===== config.mk =====
export PLATFORM = sky130hd
export DESIGN_NAME = fu_arbiter
export DESIGN_NICKNAME = d
export VERILOG_FILES = /design/src/rtl/fu_arbiter.sv
export SDC_FILE = /design/constraint.sdc
export NUM_CORES = 1
export LEC_CHECK = 0
export CAP_MARGIN = 20
export CELL_PAD_IN_SITES_DETAIL_PLACEMENT = 0
export CELL_PAD_IN_SITES_GLOBAL_PLACEMENT = 2
export CORE_ASPECT_RATIO = 1.2
export CORE_MARGIN = 3
export CORE_UTILIZATION = 19
export DETAILED_ROUTE_END_ITERATION = 10
export PLACE_DENSITY_LB_ADDON = 0.05
export SETUP_SLACK_MARGIN = 0.4
export SYNTH_ARGS = -nofsm -noshare
export SYNTH_HDL_FRONTEND = slang
export SYNTH_SLANG_ARGS = --single-unit
export TNS_END_PERCENT = 5

===== constraint.sdc =====
create_clock -name clk -period 4.4 [get_ports clk]
set_clock_uncertainty 0.2 [all_clocks]
set_input_delay 0.66 -clock clk [delete_from_list [all_inputs] [get_ports clk]]
set_output_delay 0.66 -clock clk [all_outputs]
set_load 0.01 [all_outputs]

===== src/rtl/fu_arbiter.sv =====
// fu_arbiter: shares one combinational FunctionUnit between two requesters,
// round-robin or fixed priority, with one operation in flight at a time.
module fu_arbiter #(
  parameter int unsigned WIDTH      = 32,
  parameter bit          RR_EN      = 1'b1,
  parameter logic [6:0]  NOP_OPCODE = 7'h13
) (
  input  logic             clk,
  input  logic             rst_n,

  input  logic             req0_valid,
  output logic             req0_ready,
  input  logic [6:0]       req0_opcode,
  input  logic [3:0]       req0_fs,
  input  logic [4:0]       req0_sh,
  input  logic [WIDTH-1:0] req0_a,
  input  logic [WIDTH-1:0] req0_b,

  input  logic             req1_valid,
  output logic             req1_ready,
  input  logic [6:0]       req1_opcode,
  input  logic [3:0]       req1_fs,
  input  logic [4:0]       req1_sh,
  input  logic [WIDTH-1:0] req1_a,
  input  logic [WIDTH-1:0] req1_b,

  output logic             rsp0_valid,
  input  logic             rsp0_ready,
  output logic             rsp1_valid,
  input  logic             rsp1_ready,
  output logic [WIDTH-1:0] rsp_fout,
  output logic [3:0]       rsp_flags,

  output logic [6:0]       fu_opcode,
  output logic [3:0]       fu_fs,
  output logic [4:0]       fu_sh,
  output logic [WIDTH-1:0] fu_a,
  output logic [WIDTH-1:0] fu_b,
  input  logic [WIDTH-1:0] fu_fout,
  input  logic             fu_overflow,
  input  logic             fu_carryout,
  input  logic             fu_negative,
  input  logic             fu_zero,

  output logic             busy
);

  typedef enum logic [1:0] {IDLE, EXEC, RESP} state_t;

  state_t           r_state;
  state_t           w_nextState;
  logic             r_ptr;
  logic             r_owner;
  logic [6:0]       r_fuOpcode;
  logic [3:0]       r_fuFs;
  logic [4:0]       r_fuSh;
  logic [WIDTH-1:0] r_fuA;
  logic [WIDTH-1:0] r_fuB;
  logic [WIDTH-1:0] r_rspFout;
  logic [3:0]       r_rspFlags;

  logic w_win0;
  logic w_win1;
  logic w_grant0;
  logic w_grant1;
  logic w_rspDone;

  // Port 0 wins unless port 1 is alone or the round-robin pointer names it.
  assign w_win0 = req0_valid && (!req1_valid || !RR_EN || !r_ptr);
  assign w_win1 = req1_valid && !w_win0;

  always_ff @(posedge clk) begin
    if (!rst_n) r_state <= IDLE;
    else        r_state <= w_nextState;
  end

  always_comb begin
    w_nextState = r_state;
    w_grant0    = 1'b0;
    w_grant1    = 1'b0;
    w_rspDone   = 1'b0;
    case (r_state)
      IDLE: begin
        w_grant0 = w_win0;
        w_grant1 = w_win1;
        if (w_win0 || w_win1) w_nextState = EXEC;
      end
      EXEC: w_nextState = RESP;
      RESP: begin
        w_rspDone = r_owner ? rsp1_ready : rsp0_ready;
        if (w_rspDone) w_nextState = IDLE;
      end
      default: w_nextState = IDLE;
    endcase
  end

  // The FunctionUnit inputs double as the operand registers; opcode and
  // operands fall back to NOP/zero once EXEC is over to keep the unit quiet.
  always_ff @(posedge clk) begin
    if (!rst_n) begin
      r_ptr      <= 1'b0;
      r_owner    <= 1'b0;
      r_fuOpcode <= NOP_OPCODE;
      r_fuFs     <= '0;
      r_fuSh     <= '0;
      r_fuA      <= '0;
      r_fuB      <= '0;
      r_rspFout  <= '0;
      r_rspFlags <= '0;
    end else begin
      case (r_state)
        IDLE: begin
          if (w_grant0 || w_grant1) begin
            r_owner    <= w_grant1;
            r_fuOpcode <= w_grant1 ? req1_opcode : req0_opcode;
            r_fuFs     <= w_grant1 ? req1_fs     : req0_fs;
            r_fuSh     <= w_grant1 ? req1_sh     : req0_sh;
            r_fuA      <= w_grant1 ? req1_a      : req0_a;
            r_fuB      <= w_grant1 ? req1_b      : req0_b;
            if (req0_valid && req1_valid) r_ptr <= w_grant0;
          end
        end
        EXEC: begin
          r_rspFout  <= fu_fout;
          r_rspFlags <= {fu_overflow, fu_carryout, fu_negative, fu_zero};
          r_fuOpcode <= NOP_OPCODE;
          r_fuA      <= '0;
          r_fuB      <= '0;
        end
        default: ;
      endcase
    end
  end

  assign req0_ready = w_grant0;
  assign req1_ready = w_grant1;
  assign rsp0_valid = (r_state == RESP) && !r_owner;
  assign rsp1_valid = (r_state == RESP) && r_owner;
  assign rsp_fout   = r_rspFout;
  assign rsp_flags  = r_rspFlags;
  assign fu_opcode  = r_fuOpcode;
  assign fu_fs      = r_fuFs;
  assign fu_sh      = r_fuSh;
  assign fu_a       = r_fuA;
  assign fu_b       = r_fuB;
  assign busy       = (r_state != IDLE);

endmodule


* Word level (Yosys, flattened, before mapping) *
Index checks and enable logic that the tools add are counted.

word-level totals
  word-level logic and storage cells = 51
  output and inout bits = 121
  flip-flop bits (word level) = 120
  bits of input ports = 202

cells by class
  reduce and logical (&&, ||, !) cells = 19
  equality and inequality tests = 5
  mux-type cells = 17

operators with widths
  cell                                                 number
  two-way mux 32 bit                                   4
  one-hot mux 32 bit (2 select lines)                  2
  two-way mux 7 bit                                    2
  one-hot mux 7 bit (2 select lines)                   1
  != test 2 bit, second input constant                 3
  one-hot mux 2 bit (3 select lines)                   1
  AND reduction 2 bit                                  3
  logical AND 1 bit                                    5
  two-way mux 5 bit                                    1
  logical NOT 1 bit                                    4
  two-way mux 2 bit                                    2
  two-way mux 4 bit                                    1
  nonzero test 2 bit                                   2
  logical OR 1 bit                                     3
  two-way mux 1 bit                                    3
  AND reduction 3 bit                                  1
  equality test 2 x 1 -> 1 bit, second input constant  1
  equality test 2 bit, second input constant           1
  logical NOT 2 bit                                    1

* Logic depth before layout (Yosys ltp) *
Gate-level depths: netlist of the first run.

  depth after elaboration = 9
  depth in mapped cells = 8
  gate-level depth less buffers = 5

* Worst setup path before layout of the first run *
Ideal clock, no wire load.

  path kind = input port to output port
  start = input req1_valid
  end = output req1_ready
  stages = 4
  slack = 2.000 ns
  required time = 3.540 ns
  data arrival time = 1.540 ns
  path buffers = 2
  path through = clkbuf_1 nand2_1 clkbuf_1 nor2_1

between the ends
  longest elaborated chain between the ends = 6

RTL lines
  item                   RTL line  source
  start, declared        19        input logic req1_valid,
  logical NOT 1 bit      69        assign w_win0 = req0_valid && (!req1_valid || !RR_EN || !r_ptr);
  logical OR 1 bit       69
  logical AND 1 bit      69
  logical NOT 1 bit      70        assign w_win1 = req1_valid && !w_win0;
  logical AND 1 bit (*)  70
  two-way mux 1 bit (*)  82        case (r_state)
  end, declared          20        output logic req1_ready,

Every way passes the cells marked *; elsewhere a longest branch is shown, timed or not.

* Final worst setup path of the first run *
Ends and elaborated chain as after synthesis.

==> impl_metrics.json, run 1 <==
{
  "min_path_type": "flip-flop to flip-flop",
  "grt_max_degree": 68,
  "gp_congestion": 0.726,
  "worst_slack_ps": 1240,
  "cpMostUsedCell": "clkdlybuf4s50_1",
  "critPathKind": "input pin to output port",
  "clk_pin_slew_ps": 60,
  "relSlewSlack_pct": 47.6,
  "syn_area_um2": 4590,
  "synth_cells": 547,
  "path_buf_inv": 3,
  "cp-start-kind": "input pin",
  "post_cts_resized": 0,
  "status": "complete, no violations",
  "fillCellCount": 2472,
  "io_pins": 323,
  "antenna_found_initial": 0,
  "cap_violations": 0,
  "r2r_cells": 5,
  "dp_slack_ps": 1230,
  "yosysMostFrequentCell": "nand2_1",
  "drcViolationCount": 0,
  "synth-async-reset-ratio_pct": 0,
  "drt_iter0_markers": 191,
  "drt-total-wl_mm": 19.1,
  "grt-ovfl-total": 0,
  "clk_path_buf_depth": 2,
  "hold_path_end": "fu_b[12]",
  "leakagePower_nw": 3.40,
  "hold_depth": 2,
  "grt_first_pass_wirelength_mm": 28.5,
  "htreeDepth": 4,
  "cp_slowest_stage_delay_ps": 680,
  "fin_setup_tns_ps": 0,
  "cpLargestDelayFamily": "buffers and inverters",
  "vdd_drop_max_uv": 250,
  "synth_nets": 749,
  "routed_via_density": 4.18,
  "cp.required_ps": 3540,
  "setup_viol": 0,
  "die_w_um": 148,
  "fin_crit_sh_pct": 71.8,
  "critPathMaxFanout": 14,
  "layout-drive-gt1-share_pct": 4.85,
  "worst_setup_path_end_kind": "output port",
  "numClockSinks": 120,
  "wl_per_cell_um": 16.2,
  "synth_ff_type": "dfxtp_1",
  "cts_hold_buffers": 0,
  "worstMarginPinSlew_ps": 787,
  "rsz0062_at_grt": "false",
  "fmax_mhz": 316,
  "area_growth_pct": 88.9,
  "dieArea_um2": 26100,
  "start_util_pct": 19.5,
  "ant_nets": 0,
  "yosysWarnings": 0,
  "hold_start": "fu_b[12]",
  "r2r_end": "fu_b[6]",
  "syn_avg_cell_area_um2": 8.40,
  "vias": 4941,
  "cellPowerDensity_nw_per_um2": 378,
  "cts_made_buffers": 17,
  "yosys-top-cells-count": "nand2_1, dfxtp_1, a22oi_1, a21boi_0, clkbuf_1",
  "synth.largest_area_cell": "dfxtp_1",
  "maxSlewViolCount": 0,
  "fp.dieH_um": 176,
  "cp-startpoint": "req1_valid",
  "post-cts-setup-buffers": 0,
  "finalCriticalPeriod_ps": 3160,
  "rr_startpoint": "r_state[1]",
  "row_count": 61,
  "hold_viol": 0,
  "synth_top_area_share_pct": 52.3,
  "grt_pass1_vias": 4963,
  "ys_seq_elements": 120,
  "path_cells": "clkdlybuf4s50_1 > nand2_1 > buf_4 > nor2_1 > clkdlybuf4s50_1",
  "drtPass1Iterations": 4,
  "cp_data_arrival_time_ps": 2300,
  "layout.nets": 1057,
  "root_buffer": "clkbuf_16",
  "yosysSeqAreaShare_pct": 52.3,
  "dp_hpwl_mm": 14.0,
  "core_um2": 23500,
  "port_buffers": 322,
  "cts_tree": "yes",
  "clkLatencyLatePin_ps": 410,
  "cpMaxStageDelayCell": "clkdlybuf4s50_1",
  "ys_types": 31,
  "synth-edff-count": 0,
  "r2r_slack_ps": 2120,
  "grt_usage_pct": 14.2,
  "synth_area_leaders": "dfxtp_1, nand2_1, a22oi_1, a21boi_0, clkbuf_1"
}
## stage by stage
stage / utilization [%] / cell area (um2) / instances / total power [mW] / hold WS (ps)
6_report: 36.9 / 8680 / 1182 / 3.28 / 232
4_1_cts: 36.9 / 8670 / 1180 / 3.34 / 237
3_3_place_gp: 34.4 / 8090 / 1150 / 1.92 / 223
2_1_floorplan: - / 4590 / 547 / 1.48 / 263
3_5_place_dp: 34.4 / 8090 / 1150 / 1.93 / 229
5_1_grt: 36.9 / 8670 / 1181 / 3.44 / 248
## layout make-up
type | instances | area [um2] | share of cell area [%]
flip-flops and latches | 120 | 2400 | 27.7
multi-input cells | 384 | 2000 | 23.1
repair buffers | 330 | 3300 | 38.0
diodes | 1 | 2.50 | 0.0288
inverters | 2 | 7.51 | 0.0865
clock buffers | 22 | 474 | 5.47
clock inverters | 8 | 97.6 | 1.12
well taps | 315 | 394 | 4.54
## placed cells by master, fill, tap and decap left out, types with 2 or more instances in the layout
master and count:
and2_1 2, clkdlybuf4s50_1 322, bufinv_16 2, a21boi_0 37, a31oi_1 9, o2111ai_1 2
clkbuf_1 2, a211oi_1 2, dfxtp_1 120, clkinvlp_4 3, clkbuf_8 3, buf_4 7
o21ai_0 12, nand2b_1 2, mux2i_1 3, and3_1 2, inv_1 2, clkbuf_16 17
a22oi_1 68, nand2_1 225, nor2_1 6, clkinv_2 3
## metal layers
layer / vias up / wire [um] / global-route usage, %
met5: - / 0 / 0
met4: 0 / 380 / 4.93
met3: 20 / 1910 / 6.32
met2: 220 / 9270 / 24.0
met1: 2233 / 7590 / 15.9
li1: 2468 / - / -
## power breakdown
group	internal (mW)	switching [mW]	total, mW
Sequential	1.18	0.0518	1.24
Combinational	0.391	0.271	0.662
Clock	0.869	0.515	1.38
## tightest hold or removal path, cell delays in order (launching register included)
cell     delay (ps)
dfxtp_1         310
nand2_1          50
nand2_1          40
## logic make-up after synthesis
logic type	count (synthesis)	share of synthesized area, %
simple gates	245	21.0
compound gates	134	21.4
flops	120	52.3
xor+xnor	1	0.191
buf+inv	43	4.22
mux	4	0.899
## worst max-delay path by stage
stage	cells past startpoint	to	slack, ps
5_1_grt	5	req1_ready	1180
3_3_place_gp	5	req1_ready	1230
6_report	5	req1_ready	1240
3_5_place_dp	6	fu_b[6]	1230
2_1_floorplan	4	req1_ready	2000
4_1_cts	5	req1_ready	1220
## flip-flops by register name, summed over array words and instances, names as in the netlist
signal / flops
r_owner: 1
fu_sh: 5
fu_fs: 4
fu_a: 32
r_ptr: 1
r_state: 2
fu_opcode: 7
rsp_fout: 32
fu_b: 32
rsp_flags: 4
Power figures use the tool's default switching activity.
==> inputs of run 2 (changes only) <==
CORE_UTILIZATION = 18   (was 19)
clock period = 3.04 ns   (was 4.4 ns; I/O delays follow)
==> impl_metrics.json, run 2 (synthesis gave the netlist of run 1 again) <==
{
  "status": "complete, no violations",
  "cap_violations": 0,
  "clk_pin_slew_ps": 50,
  "cp.required_ps": 2380,
  "cp-startpoint": "r_state[1]",
  "setup_viol": 0,
  "worstMarginPinSlew_ps": 540,
  "hold_viol": 0,
  "grt_max_degree": 68,
  "fp.dieH_um": 181,
  "grt-ovfl-total": 0,
  "clkLatencyLatePin_ps": 410,
  "io_pins": 323,
  "cts_hold_buffers": 0,
  "wl_per_cell_um": 15.7,
  "drt_iter0_markers": 168,
  "vias": 4910,
  "hold_start": "fu_a[10]",
  "numClockSinks": 120,
  "fin_total_pwr_mw": 4.80,
  "critPathMaxFanout": 9,
  "core_um2": 24900,
  "relSlewSlack_pct": 63.6,
  "critPathKind": "flip-flop to output port",
  "vdd_drop_max_uv": 311,
  "port_buffers": 322,
  "grt_usage_pct": 13.4,
  "dp_hpwl_mm": 14.0,
  "fin_crit_sh_pct": 80.7,
  "root_buffer": "clkbuf_16",
  "layout-drive-gt1-share_pct": 5.52,
  "cellPowerDensity_nw_per_um2": 547,
  "maxSlewViolCount": 0,
  "die_w_um": 152,
  "row_count": 63,
  "drtPass1Iterations": 4,
  "rsz0062_at_grt": "false",
  "layout_common_cells": "clkdlybuf4s50_1, nand2_1, dfxtp_1",
  "ant_nets": 0,
  "layout.nets": 1060,
  "cts_made_buffers": 17,
  "leakagePower_nw": 3.45,
  "post-cts-setup-buffers": 0,
  "start_util_pct": 18.4,
  "clk_path_buf_depth": 2,
  "finalCriticalPeriod_ps": 2450,
  "cp-start-kind": "flip-flop",
  "cts_tree": "yes",
  "drcViolationCount": 0,
  "antenna_found_initial": 1,
  "htreeDepth": 4,
  "placed_area_um2": 8150,
  "fin_setup_tns_ps": 0,
  "cp_data_arrival_time_ps": 1800,
  "final_area_um2": 8770,
  "fmax_mhz": 407,
  "gp_congestion": 0.759,
  "area_growth_pct": 90.9,
  "layout_commonest_cell": "clkdlybuf4s50_1",
  "grt_first_pass_wirelength_mm": 28.5,
  "dieArea_um2": 27500,
  "grt_pass1_vias": 4932,
  "rr_startpoint": "r_state[1]",
  "routed_via_density": 4.11,
  "min_path_type": "flip-flop to flip-flop",
  "worst_setup_path_end_kind": "output port",
  "drt-total-wl_mm": 18.8
}
==> run 2: what timing repair did <==
item / CTS / global route
endpoints found under the setup margin: 2 / 2
gates resized for setup: 2 / 3
endpoints found under the hold margin: 0 / 0
pin swaps: 0 / 0
==> run 2: final cells by class <==
type	instances	area (um2)
inverters	2	7.51
flip-flops and latches	120	2400
repair buffers	333	3350
well taps	325	407
fillers	2609	16100
clock inverters	12	153
clock buffers	18	439
multi-input cells	384	2010
diodes	1	2.50
==> run 2: per-stage QoR <==
stage	setup slack [ps]	util (%)	std cells	hold WS (ps)
2_1_floorplan	1050	-	547	263
6_report	586	35.2	1195	234
3_5_place_dp	231	32.7	1163	230
4_1_cts	392	35.1	1193	237
3_3_place_gp	356	32.7	1163	223
5_1_grt	418	35.2	1195	253
==> run 2: power by group <==
part / internal, mW / leakage (nW) / switching, mW
Sequential: 1.72 / 0.986 / 0.0737
Clock: 1.30 / 0.280 / 0.742
Combinational: 0.575 / 2.19 / 0.395
==> run 2: layer usage <==
layer	vias to the layer above	track usage, %	part of all wire (%)
li1	2473	-	-
met1	2222	15.3	40
met2	199	23.0	51
met3	16	5.29	7.6
met4	0	4.06	1.4
met5	-	0	0
==> run 2: critical path, cell delays in order, from the launching register on <==
cell and delay (ps):
dfxtp_1 380, buf_4 200, nor3b_1 200, clkdlybuf4s50_1 610
==> run 2: final timing paths <==
path / slack [ps] / endpoint / cells after the start
max reg2reg: 1000 / fu_b[0] / 6
min: 230 / fu_a[10] / 2
min reg2reg: 230 / fu_a[10] / 2
max: 590 / rsp0_valid / 3
==> inputs of run 3 (changes only) <==
CORE_UTILIZATION = 16   (was 18)
clock period = 2.2 ns   (was 3.04 ns; I/O delays follow)
==> impl_metrics.json, run 3 (synthesis gave the netlist of run 1 again) <==
{
  "grt-ovfl-total": 0,
  "routed_via_density": 3.98,
  "worst_setup_path_end_kind": "output port",
  "drcViolationCount": 0,
  "gp_congestion": 0.734,
  "cellPowerDensity_nw_per_um2": 726,
  "antenna_found_initial": 2,
  "cp.required_ps": 1670,
  "clk_path_buf_depth": 2,
  "cp-start-kind": "input pin",
  "cap_violations": 0,
  "cp_data_arrival_time_ps": 1370,
  "maxSlewViolCount": 0,
  "ant_nets": 0,
  "rsz0062_at_grt": "true",
  "worstMarginPinSlew_ps": 472,
  "layout-drive-gt1-share_pct": 8.33,
  "seqCellArea_um2": 2410,
  "die_w_um": 161,
  "start_util_pct": 16.4,
  "placed_area_um2": 8430,
  "dp_hpwl_mm": 15.2,
  "row_count": 67,
  "grt_max_degree": 46,
  "critPathMaxFanout": 3,
  "fmax_mhz": 527,
  "layout.nets": 1081,
  "fin_total_pwr_mw": 6.57,
  "cts_tree": "yes",
  "numClockSinks": 120,
  "clkLatencyLatePin_ps": 410,
  "dieArea_um2": 30800,
  "hold_viol": 0,
  "io_pins": 323,
  "core_um2": 28100,
  "fp.dieH_um": 192,
  "layout_common_cells": "clkdlybuf4s50_1, nand2_1, dfxtp_1",
  "wl_per_cell_um": 15.9,
  "vdd_drop_max_uv": 431,
  "status": "complete, no violations",
  "port_buffers": 322,
  "setup_viol": 0,
  "grt_usage_pct": 12.9,
  "final_area_um2": 9040,
  "grt_first_pass_wirelength_mm": 30.5,
  "drt_iter0_markers": 186,
  "clk_pin_slew_ps": 50,
  "finalCriticalPeriod_ps": 1900,
  "layout_commonest_cell": "clkdlybuf4s50_1",
  "fin_crit_sh_pct": 86.3,
  "cts_hold_buffers": 0,
  "multi_input_area_um2": 2030,
  "min_path_type": "flip-flop to flip-flop",
  "critPathKind": "input pin to output port",
  "drtPass1Iterations": 4,
  "cts_made_buffers": 17,
  "vias": 5051,
  "area_growth_pct": 96.9,
  "hold_slack_ps": 230,
  "relSlewSlack_pct": 68.2,
  "fillCellCount": 2914,
  "drt-total-wl_mm": 20.1,
  "leakagePower_nw": 3.69,
  "htreeDepth": 4,
  "grt_pass1_vias": 5315,
  "root_buffer": "clkbuf_16"
}
## run 3: changes by cell type in the layout (fill, tap and decap cells not counted), sizes merged
cell / change
clkinv: -2
buf: +25
clkdlybuf4s50: -10
clkbuf: +7
clkinvlp: -4
bufinv: -2
inv: -1
diode: +1
dlymetal6s2s: +6
## run 3: report_power, final
part           leakage (nW)  switching, mW  total, mW  internal [mW]
clock                 0.277          0.977       2.68           1.70
combinational          2.42          0.576       1.42          0.843
sequential            0.987         0.0974       2.47           2.37
## run 3: final timing paths
path	from	endpoint	slack [ps]	cells past startpoint
max reg2reg	r_state[0]	fu_b[1]	350	7
min reg2reg	fu_b[27]	fu_b[27]	230	2
max	req0_valid	req0_ready	300	4
min	fu_b[27]	fu_b[27]	230	2
## run 3: what timing repair did
item / CTS / global route
hold endpoints to repair: 0 / 0
setup buffers: 1 / 0
endpoints found under the setup margin: 188 / 187
gates resized for setup: 31 / 9
pin swaps: 3 / 0
## run 3: layer usage
metal  global-route usage [%]  up-vias  wire length, um
met5                        0        -                9
met4                     5.11        2              474
met3                     5.63       28             1850
met2                     21.5      208             9820
met1                     14.7     2294             7990
li1                         -     2519                -
## run 3: critical path, stage by stage
cell and delay, ps:
clkdlybuf4s50_1 510, inv_1 100, a211oi_4 250, buf_2 180
## run 3: area by class of cell
class                      count  area share, %
antenna                        2         0.0553
clock buffer                  25           5.70
clock inverter                 3          0.443
inverter                       2         0.0830
multi-input combinational    384           22.4
sequential                   120           26.6
tap                          379           5.24
timing repair buffer         354           39.4
## run 3: per-stage QoR
stage / util (%) / TNS (ps) / setup slack, ps / instances
2_1_floorplan: - / 0 / 404 / 547
3_3_place_gp: 30.0 / -1740 / -207 / 1238
3_5_place_dp: 30.0 / -2050 / -185 / 1238
4_1_cts: 32.1 / 0 / 274 / 1267
5_1_grt: 32.2 / 0 / 249 / 1268
6_report: 32.2 / 0 / 301 / 1269
